## config.mk

```make
export PLATFORM = sky130hd
export DESIGN_NAME = truth_table_sweeper
export DESIGN_NICKNAME = d
export VERILOG_FILES = /design/src/rtl/truth_table_sweeper_pkg.sv /design/src/rtl/truth_table_sweeper_index_counter.sv /design/src/rtl/truth_table_sweeper.sv
export SDC_FILE = /design/constraint.sdc
export NUM_CORES = 1
export LEC_CHECK = 0
export BUFFER_PORTS_ARGS = -buffer_cell sky130_fd_sc_hd__clkbuf_2
export CELL_PAD_IN_SITES_DETAIL_PLACEMENT = 1
export CELL_PAD_IN_SITES_GLOBAL_PLACEMENT = 2
export CORE_UTILIZATION = 29
export DETAILED_ROUTE_END_ITERATION = 16
export PLACE_DENSITY_LB_ADDON = 0.05
export SLEW_MARGIN = 20
export SYNTH_ARGS = -nofsm -noshare
export SYNTH_HDL_FRONTEND = slang
export SYNTH_SLANG_ARGS = --single-unit
export TNS_END_PERCENT = 30
```

## constraint.sdc

```tcl
create_clock -name clk -period 2.4 [get_ports clk]
set_input_delay 0.24 -clock clk [delete_from_list [all_inputs] [get_ports clk]]
set_output_delay 0.24 -clock clk [all_outputs]
set_load 0.03 [all_outputs]
```

## src/rtl/truth_table_sweeper_pkg.sv

```systemverilog
// Shared definitions for the truth-table sweeper: FSM state encoding,
// default sizing constants and the truth-table width helper.
package truth_table_sweeper_pkg;

    // Default number of inputs of the function under test.
    localparam int DEF_N_IN   = 5;
    // Default number of extra hold cycles per vector before sampling.
    localparam int DEF_SETTLE = 1;
    // Width of the settle counter; SETTLE is limited to 0..15.
    localparam int SETTLE_CW  = 4;

    // Sweep controller states.
    typedef enum logic [1:0] {
        ST_IDLE  = 2'd0,
        ST_SWEEP = 2'd1,
        ST_DONE  = 2'd2
    } state_t;

    // Number of rows in the truth table of an n-input function.
    function automatic int tt_w(input int n);
        return 1 << n;
    endfunction

endpackage

```

## src/rtl/truth_table_sweeper_index_counter.sv

```systemverilog
// sweep_index_counter: settle counter plus vector index counter.
// Each vector is held for SETTLE+1 enabled cycles; o_sample marks the last
// cycle of that window. The index stops at the last vector, so no wrap to
// vector 0 is ever presented to the function under test.
module sweep_index_counter
    import truth_table_sweeper_pkg::*;
#(
    parameter int N_IN   = DEF_N_IN,
    parameter int SETTLE = DEF_SETTLE
) (
    input  logic            i_clk,
    input  logic            i_rst_n,
    input  logic            i_clear,
    input  logic            i_en,
    output logic [N_IN-1:0] o_index,
    output logic            o_sample,
    output logic            o_last
);

    localparam logic [SETTLE_CW-1:0] SETTLE_C = SETTLE_CW'(SETTLE);
    localparam logic [N_IN-1:0]      LAST_IDX = '1;

    logic [SETTLE_CW-1:0] r_cnt;
    logic [N_IN-1:0]      r_index;
    logic                 w_window_end;

    assign w_window_end = (r_cnt == SETTLE_C);
    assign o_index      = r_index;
    assign o_sample     = i_en && w_window_end;
    assign o_last       = (r_index == LAST_IDX);

    // Advance the settle count each enabled cycle; step the index at window end.
    always_ff @(posedge i_clk) begin
        if (!i_rst_n) begin
            r_cnt   <= '0;
            r_index <= '0;
        end else if (i_clear) begin
            r_cnt   <= '0;
            r_index <= '0;
        end else if (i_en) begin
            if (w_window_end) begin
                r_cnt <= '0;
                if (!o_last) begin
                    r_index <= r_index + {{(N_IN-1){1'b0}}, 1'b1};
                end
            end else begin
                r_cnt <= r_cnt + {{(SETTLE_CW-1){1'b0}}, 1'b1};
            end
        end
    end

endmodule

```

## src/rtl/truth_table_sweeper.sv

```systemverilog
// truth_table_sweeper: walks an external N_IN-input combinational function
// through every input vector, captures its output into a truth table and
// compares it with an expected minterm mask.
// Optional feature macro: TRUTH_TABLE_SWEEPER_MISMATCH_COUNT_EN adds the
// fail_count output counting every mismatching index.
//
// Control semantics: start is a level sampled only in IDLE; when seen there
// it is consumed on that edge and expected is latched. abort is sampled in
// every state, wins over start, and returns the block to IDLE on the next
// edge without a done pulse. done is a single-cycle pulse.
module truth_table_sweeper
    import truth_table_sweeper_pkg::*;
#(
    parameter  int N_IN   = DEF_N_IN,
    parameter  int SETTLE = DEF_SETTLE,
    localparam int TT_W   = tt_w(N_IN)
) (
    input  logic            clk,
    input  logic            rst_n,
    input  logic            start,
    input  logic            abort,
    input  logic [TT_W-1:0] expected,
    output logic [N_IN-1:0] f_in,
    input  logic            f_out,
    output logic            busy,
    output logic            done,
    output logic [TT_W-1:0] truth_table,
    output logic            pass,
    output logic [N_IN-1:0] first_fail,
    output logic            aborted,
`ifdef TRUTH_TABLE_SWEEPER_MISMATCH_COUNT_EN
    output logic [N_IN:0]   fail_count,
`endif
    output logic [1:0]      o_dbg_state
);

    state_t          r_state;
    state_t          w_next;
    logic            r_busy;
    logic            r_done;
    logic [TT_W-1:0] r_exp;
    logic [TT_W-1:0] r_tt;
    logic            r_pass;
    logic            r_fail;
    logic [N_IN-1:0] r_first_fail;
    logic            r_aborted;
`ifdef TRUTH_TABLE_SWEEPER_MISMATCH_COUNT_EN
    logic [N_IN:0]   r_fail_cnt;
`endif

    logic            w_accept;
    logic            w_clear;
    logic            w_en;
    logic [N_IN-1:0] w_index;
    logic            w_sample;
    logic            w_last;
    logic            w_mismatch;

    // Start is only honoured from IDLE, and abort always takes priority.
    assign w_accept   = (r_state == ST_IDLE) && start;
    assign w_clear    = w_accept && !abort;
    assign w_en       = (r_state == ST_SWEEP) && !abort;
    assign w_mismatch = (f_out != r_exp[w_index]);

    sweep_index_counter #(
        .N_IN   (N_IN),
        .SETTLE (SETTLE)
    ) u_index_counter (
        .i_clk    (clk),
        .i_rst_n  (rst_n),
        .i_clear  (w_clear),
        .i_en     (w_en),
        .o_index  (w_index),
        .o_sample (w_sample),
        .o_last   (w_last)
    );

    // State register plus registered busy/done decoded from the next state.
    always_ff @(posedge clk) begin
        if (!rst_n) begin
            r_state <= ST_IDLE;
            r_busy  <= 1'b0;
            r_done  <= 1'b0;
        end else begin
            r_state <= w_next;
            r_busy  <= (w_next == ST_SWEEP);
            r_done  <= (w_next == ST_DONE);
        end
    end

    // Next-state logic: IDLE -> SWEEP on start, SWEEP -> DONE after the last
    // vector is sampled, DONE -> IDLE unconditionally; abort forces IDLE.
    always_comb begin
        w_next = r_state;
        case (r_state)
            ST_IDLE: begin
                if (start) begin
                    w_next = ST_SWEEP;
                end
            end
            ST_SWEEP: begin
                if (w_sample && w_last) begin
                    w_next = ST_DONE;
                end
            end
            ST_DONE: begin
                w_next = ST_IDLE;
            end
            default: begin
                w_next = ST_IDLE;
            end
        endcase
        if (abort) begin
            w_next = ST_IDLE;
        end
    end

    // Capture register and mismatch tracking; the verdict is registered on
    // the final sample so it appears together with done.
    always_ff @(posedge clk) begin
        if (!rst_n) begin
            r_exp        <= '0;
            r_tt         <= '0;
            r_pass       <= 1'b0;
            r_fail       <= 1'b0;
            r_first_fail <= '0;
            r_aborted    <= 1'b0;
`ifdef TRUTH_TABLE_SWEEPER_MISMATCH_COUNT_EN
            r_fail_cnt   <= '0;
`endif
        end else if (abort) begin
            r_aborted <= 1'b1;
            r_pass    <= 1'b0;
        end else if (w_accept) begin
            r_exp        <= expected;
            r_tt         <= '0;
            r_pass       <= 1'b0;
            r_fail       <= 1'b0;
            r_first_fail <= '0;
            r_aborted    <= 1'b0;
`ifdef TRUTH_TABLE_SWEEPER_MISMATCH_COUNT_EN
            r_fail_cnt   <= '0;
`endif
        end else if (w_sample) begin
            r_tt[w_index] <= f_out;
            if (w_mismatch) begin
                if (!r_fail) begin
                    r_fail       <= 1'b1;
                    r_first_fail <= w_index;
                end
`ifdef TRUTH_TABLE_SWEEPER_MISMATCH_COUNT_EN
                r_fail_cnt <= r_fail_cnt + {{N_IN{1'b0}}, 1'b1};
`endif
            end
            if (w_last) begin
                r_pass <= !(r_fail || w_mismatch);
            end
        end
    end

    assign f_in        = w_index;
    assign busy        = r_busy;
    assign done        = r_done;
    assign truth_table = r_tt;
    assign pass        = r_pass;
    assign first_fail  = r_first_fail;
    assign aborted     = r_aborted;
    assign o_dbg_state = r_state;
`ifdef TRUTH_TABLE_SWEEPER_MISMATCH_COUNT_EN
    assign fail_count  = r_fail_cnt;
`endif

endmodule

```

# ---- After elaboration in Yosys (flattened, before gate mapping)
# Cells that the tools add are included.
# Widths: inputs -> output; s select.
dict set report totals {
  regBits 85
  in_bits 37
}
dict set report classes {
  magnitude_cmp 2
  n_addsub 2
  n_reduce_logical 21
  eq_ne 7
  muxes 21
  n_bitwise 3
}
# cell n
set op_table {}
lappend op_table {{$mux 32} 2}
lappend op_table {{$bwmux 32} 1}
lappend op_table {{$mux 5} 4}
lappend op_table {{$mux 1} 7}
lappend op_table {{$logic_and 1x1->1} 6}
lappend op_table {{$lt 5x6->1 const B} 1}
lappend op_table {{$mux 2} 3}
lappend op_table {{$reduce_and 2->1} 3}
lappend op_table {{$reduce_and 3->1} 2}
lappend op_table {{$reduce_bool 2->1} 3}
lappend op_table {{$add 5x1->5 const B} 1}
lappend op_table {{$bmux 1 s5} 1}
lappend op_table {{$demux 1 s5} 1}
lappend op_table {{$eq 5x5->1 const B} 1}
lappend op_table {{$ge 5x1->1 const B} 1}
lappend op_table {{$add 4x1->4 const B} 1}
lappend op_table {{$eq 2x1->1 const B} 2}
lappend op_table {{$eq 4x1->1 const B} 1}
lappend op_table {{$mux 4} 1}
lappend op_table {{$pmux 2 s2} 1}
lappend op_table {{$reduce_and 4->1} 1}
lappend op_table {{$not 1->1} 3}
lappend op_table {{$reduce_or 3->1} 1}
lappend op_table {{$eq 2x2->1 const B} 1}
lappend op_table {{6 further kinds} 7}

# ---- Depth between registers and ports, before layout
dict set report depth {
  word_depth 8
  mapped_depth 10
}

# ---- Hierarchy
# Synthesis repeated with hierarchy kept, for this count alone.
dict set report hier_totals {
  hier_cells 473
  hier_area_um2 3911.3
}
# module cells_each area_each_um2 instances seq_area_each_um2
set by_module_without_submodules {}
lappend by_module_without_submodules {truth_table_sweeper 422 3478.3 1 1521.5}
lappend by_module_without_submodules {sweep_index_counter 51 432.9 1 180.2}

# ---- Worst setup path after synthesis
# OpenSTA, ideal clock, no wires.
dict set report synth_path {
  path_kind {register to register}
  start {reg u_index_counter.r_index[0], in the netlist u_index_counter.o_index[0]}
  end {reg r_first_fail[0], in the netlist first_fail[0]}
  path_stages_with_launch 8
  setup_time_ns 0.117
  slack_ns -0.191
  arrival_time_ns 2.474
  period_less_slack_ns 2.591
  n_path_buf 1
  cell_sequence {dfxtp_1 -> buf_4 -> mux4_2 -> a22o_1 -> a211o_1 -> o21a_4 -> or2_4 -> a32o_1}
}
dict set report synth_via {
  elab_chain_len 5
  word_cells_on_any_way 9
}
# element line
set synth_rtl {}
lappend synth_rtl {{from (decl)} truth_table_sweeper_index_counter.sv:24} ;# logic [N_IN-1:0] r_index;
lappend synth_rtl {{from (signal assigned)} truth_table_sweeper_index_counter.sv:44} ;# r_index <= r_index + {{(N_IN-1){1'b0}}, 1'b1};
lappend synth_rtl {{$bmux 1 s5} truth_table_sweeper.sv:63} ;# assign w_mismatch = (f_out != r_exp[w_index]);
lappend synth_rtl {{$mux 1 (implied by the code)} truth_table_sweeper.sv:63}
lappend synth_rtl {{$ne 1x1->1} truth_table_sweeper.sv:63}
lappend synth_rtl {{$reduce_bool 2->1 (no line)} n/a}
lappend synth_rtl {{$reduce_and 4->1 (no line)} n/a}
lappend synth_rtl {{to (signal assigned)} truth_table_sweeper.sv:149} ;# r_first_fail <= w_index;
lappend synth_rtl {{to (decl)} truth_table_sweeper.sv:45} ;# logic [N_IN-1:0] r_first_fail;
# Parallel ways exist; a longest one is shown, timed or not. The select of a mux whose other input is x is not followed.
# A chain may end at the register's enable or synchronous reset.

# ---- Final worst setup path
dict set report layout_path {
  start {reg u_index_counter.r_index[1], in the netlist u_index_counter.o_index[1]}
  end {reg r_first_fail[2], in the netlist first_fail[2]}
}
dict set report layout_via {
  elab_chain_len 5
}
# element line
set layout_rtl {}
lappend layout_rtl {{$bmux 1 s5} truth_table_sweeper.sv:63}
lappend layout_rtl {{$mux 1 (implied by the code)} truth_table_sweeper.sv:63}
lappend layout_rtl {{$ne 1x1->1} truth_table_sweeper.sv:63}
lappend layout_rtl {{$reduce_bool 2->1 (no line)} n/a}
lappend layout_rtl {{$reduce_and 4->1 (no line)} n/a}
# Every way passes these cells. The select of a mux whose other input is x is not followed.

==> metrics.md <==
| Metric | Value |
|---|---|
| CTS Root Cell | clkbuf_16 |
| Vias | 3433 |
| Crit path kind | flop to flop |
| Crit-path max FO | 5 |
| Share of post-route cells with drive strength above 1 | 27.6% |
| Net Count, Synth | around 490 |
| Clk_lat worst skew | around 0.34 ns |
| Worst-Margin Slew | between 0.7 and 0.8 ns |
| CTS H-Tree Depth | 3 |
| Post-route ant nets | 0 |
| CTS Buffer Depth | 2 |
| Peak supply drop | 0.327 mV |
| Crit path arrival time | around 2.6 ns |
| Routed len/inst | between 15 and 20 um |
| DIE HEIGHT | about 120 um |
| Synth unique cells | 52 |
| Slowest cell on crit path | mux4_2 |
| Initial antenna violation count | 0 |
| Max Clk Rate | 430 MHz |
| Commonest non-fill, non-tap cell in the layout | nand2_1 |
| CP cell instances | mux4_2 -> mux2_4 -> a211o_4 -> o21a_4 -> or2_4 -> a32o_1 |
| Yosys reg bits | 85 |
| RSZ-0062 raised after global routing | false |
| Sw Share | 23.6% |
| CP Launch Type | flop |
| Design area | 4970 sq um |
| Number of diodes | 0 |
| Drt pass-1 iters | 4 |
| Largest net degree at the start of global routing | 65 |
| First-pass GRT wire length | around 18000 um |
| Commonest cells after routing, fill and taps aside | nand2_1 (91), clkbuf_2 (84), dfxtp_1 (82) |
| Syn avg cell area | 8.86 sq um |
| Placer Congestion | a little over 0.7 |
| Psw | 698 uW |
| Layout area overhead | 25.5% |
| Main synth FF type | dfxtp_1 |
| Synth Warn # | 0 |
| Post-Place Worst Slack | -0.0258 ns |
| Core area | 13300 sq um |
| Routed vias/inst | 4.79 |
| Post-synth EDFFs | 0 |
| Die width | 119 um |
| Clock skew | 0.00616 ns |
| Seq/Total Area, Yosys | 43.0% |
| Ports | 85 |
| Starting Density | about 30% |
| Endpoint type of the worst setup path | flop |
| Core Rows | 42 |
| Hold Vio Cnt, Final | 0 |
| Final count of pins violating max slew | 0 |
| Post-DP HPWL | between 7000 and 8000 um |
| Slew margin rel. | between 50% and 60% |
| Fin util | a little under two fifths |
| Minimum clock period | 2.33 ns |
| Mapped Area | 3960 sq um |
| Cell count after synthesis | 447 |
| Clock share of power | about 43% |
| Worst Hold Class | input pin to flop |
| Die area | 14100 sq um |
| Gate power share | around 7.5% |
| Final period util | 97.0% |
| Static Leakage | 2.06 nW |
| Fraction of power consumed by sequential logic | between 40 and 50% |
| Initial DRC Count | between 100 and 150 |
| Vias in the first global route | 3473 |
| PD cells | 595 nW/um^2 |
| DRC Markers | 0 |
| DP Area | 4680 sq um |
| Required time worst endpoint | ~2.6 ns |
| CTS tree | built |
| CTS clk-pin slew, worst paths | 0.06 ns |
| GRT Total Usage | 16.8% |
| Async S/R FF share, synth | 0% |
| Pint | 2.26 mW |
| Fin nets | 577 |
| Max incr delay on CP | ~0.50 ns |
| Aggregate routed wire length | 11200 um |
| MaxCap Viol Count | 0 |
| # clock sinks | 85 |
| Status | finished clean |
| Total gr overflow | 0 |
| Total CTS buffers | 9 |
| Setup TNS | 0 ns |
| # port buffers | 84 |
| Setup violators final | 0 |
| PnR worst setup slack | between 0.07 and 0.08 ns |
[area by class of cell]
class	instances	area, sq um
Tap cell	176	220
Clock inverter	2	10.0
Fill cell	1567	8320
Multi-Input combinational cell	324	2120
Sequential cell	85	1710
Inverter	3	13.8
Clock buffer	14	254
Timing Repair Buffer	112	647
[kinds of logic after synthesis]
| kind of cell | after synthesis | synth area share, % |
|---|---|---|
| mux | 19 | 7.55 |
| flops | 85 | 43.0 |
| buf+inv | 38 | 3.95 |
| compound gates | 79 | 16.3 |
| simple gates | 214 | 26.2 |
| fa+ha+maj | 5 | 1.58 |
| xor+xnor | 7 | 1.55 |
[flip-flops by register name, indices dropped and copies added (netlist names)]
register and count:
first_fail 5, pass 1, o_dbg_state 2, r_fail 1
u_index_counter.o_index 5, truth_table 32, r_exp 32, u_index_counter.r_cnt 4
done 1, aborted 1, busy 1
[synthesized netlist by cell type (2+ instances only)]
| master | count | area, sq um |
|---|---|---|
| nor4_2 | 2 | 25.0 |
| xnor2_1 | 3 | 26.3 |
| ha_1 | 5 | 62.6 |
| a21boi_1 | 24 | 180 |
| a32o_1 | 6 | 60.1 |
| nand4_1 | 4 | 25.0 |
| a21oi_1 | 3 | 15.0 |
| nand2_1 | 91 | 342 |
| dfxtp_1 | 85 | 1700 |
| clkbuf_1 | 32 | 120 |
| nor2_1 | 33 | 124 |
| mux4_2 | 6 | 135 |
| or3_1 | 2 | 12.5 |
| nor2b_1 | 7 | 43.8 |
| nand2b_1 | 2 | 12.5 |
| xor2_1 | 4 | 35.0 |
| and3b_1 | 3 | 26.3 |
| mux2i_1 | 10 | 100 |
| o211ai_1 | 2 | 15.0 |
| and3_1 | 14 | 87.6 |
| inv_1 | 2 | 7.51 |
| o21a_1 | 10 | 75.1 |
| o21ai_0 | 4 | 20.0 |
| and2_1 | 19 | 119 |
| a21boi_0 | 17 | 128 |
| nor3b_1 | 3 | 22.5 |
| nand3_1 | 25 | 125 |
| a32oi_1 | 4 | 35.0 |
| mux4_1 | 2 | 52.6 |
[worst max-delay path: cells and delay by family, from the launching register on]
family             cells  cell delay, ns
AOI/OAI and AO/OA      3            0.80
muxes                  2            0.78
DFF                    1            0.38
and+or+nand+nor        1            0.25
[metrics by stage]
step                      hold slack [ns]  total power [mW]  std cells
after global routing                0.110              3.10        716
after detailed placement            0.447              1.71        698
after global placement              0.438              1.71        698
after floorplan                     0.356              1.62        447
after CTS                           0.100              3.01        714
final                               0.114              2.96        716
[worst paths after layout]
kind | startpoint | end | slack [ns] | cells past startpoint
min | expected[14] | r_exp[14] | 0.11 | 3
max | u_index_counter.o_index[1] | first_fail[2] | 0.07 | 6
max reg2reg | u_index_counter.o_index[1] | first_fail[2] | 0.07 | 6
min reg2reg | r_exp[20] | r_exp[20] | 0.45 | 2
[per-layer routing]
metal / GRT usage, % / vias up / share of wire [%]
met2: 27.5 / 51 / 49
met1: 21.8 / 1649 / 47
met4: 6.65 / 0 / 1.6
met5: 0 / - / 0
met3: 3.11 / 11 / 2.7
li1: - / 1722 / -
[repair_timing]
item                                    CTS  global route
cloned                                    0             0
pin swaps                                 1             8
hold buffers                              0             0
endpoints found under the setup margin    5             5
resized for setup                         2             4
buffers inserted                          0             2
[power by group through the flow]
stage	clock network, mW	registers [mW]	logic [mW]
after floorplan	0	1.49	0.129
after global placement	0	1.49	0.222
after global routing	1.39	1.46	0.247
final	1.28	1.46	0.221
after detailed placement	0	1.49	0.224
after CTS	1.33	1.46	0.225
No activity file was read; power rests on OpenSTA's default activity.
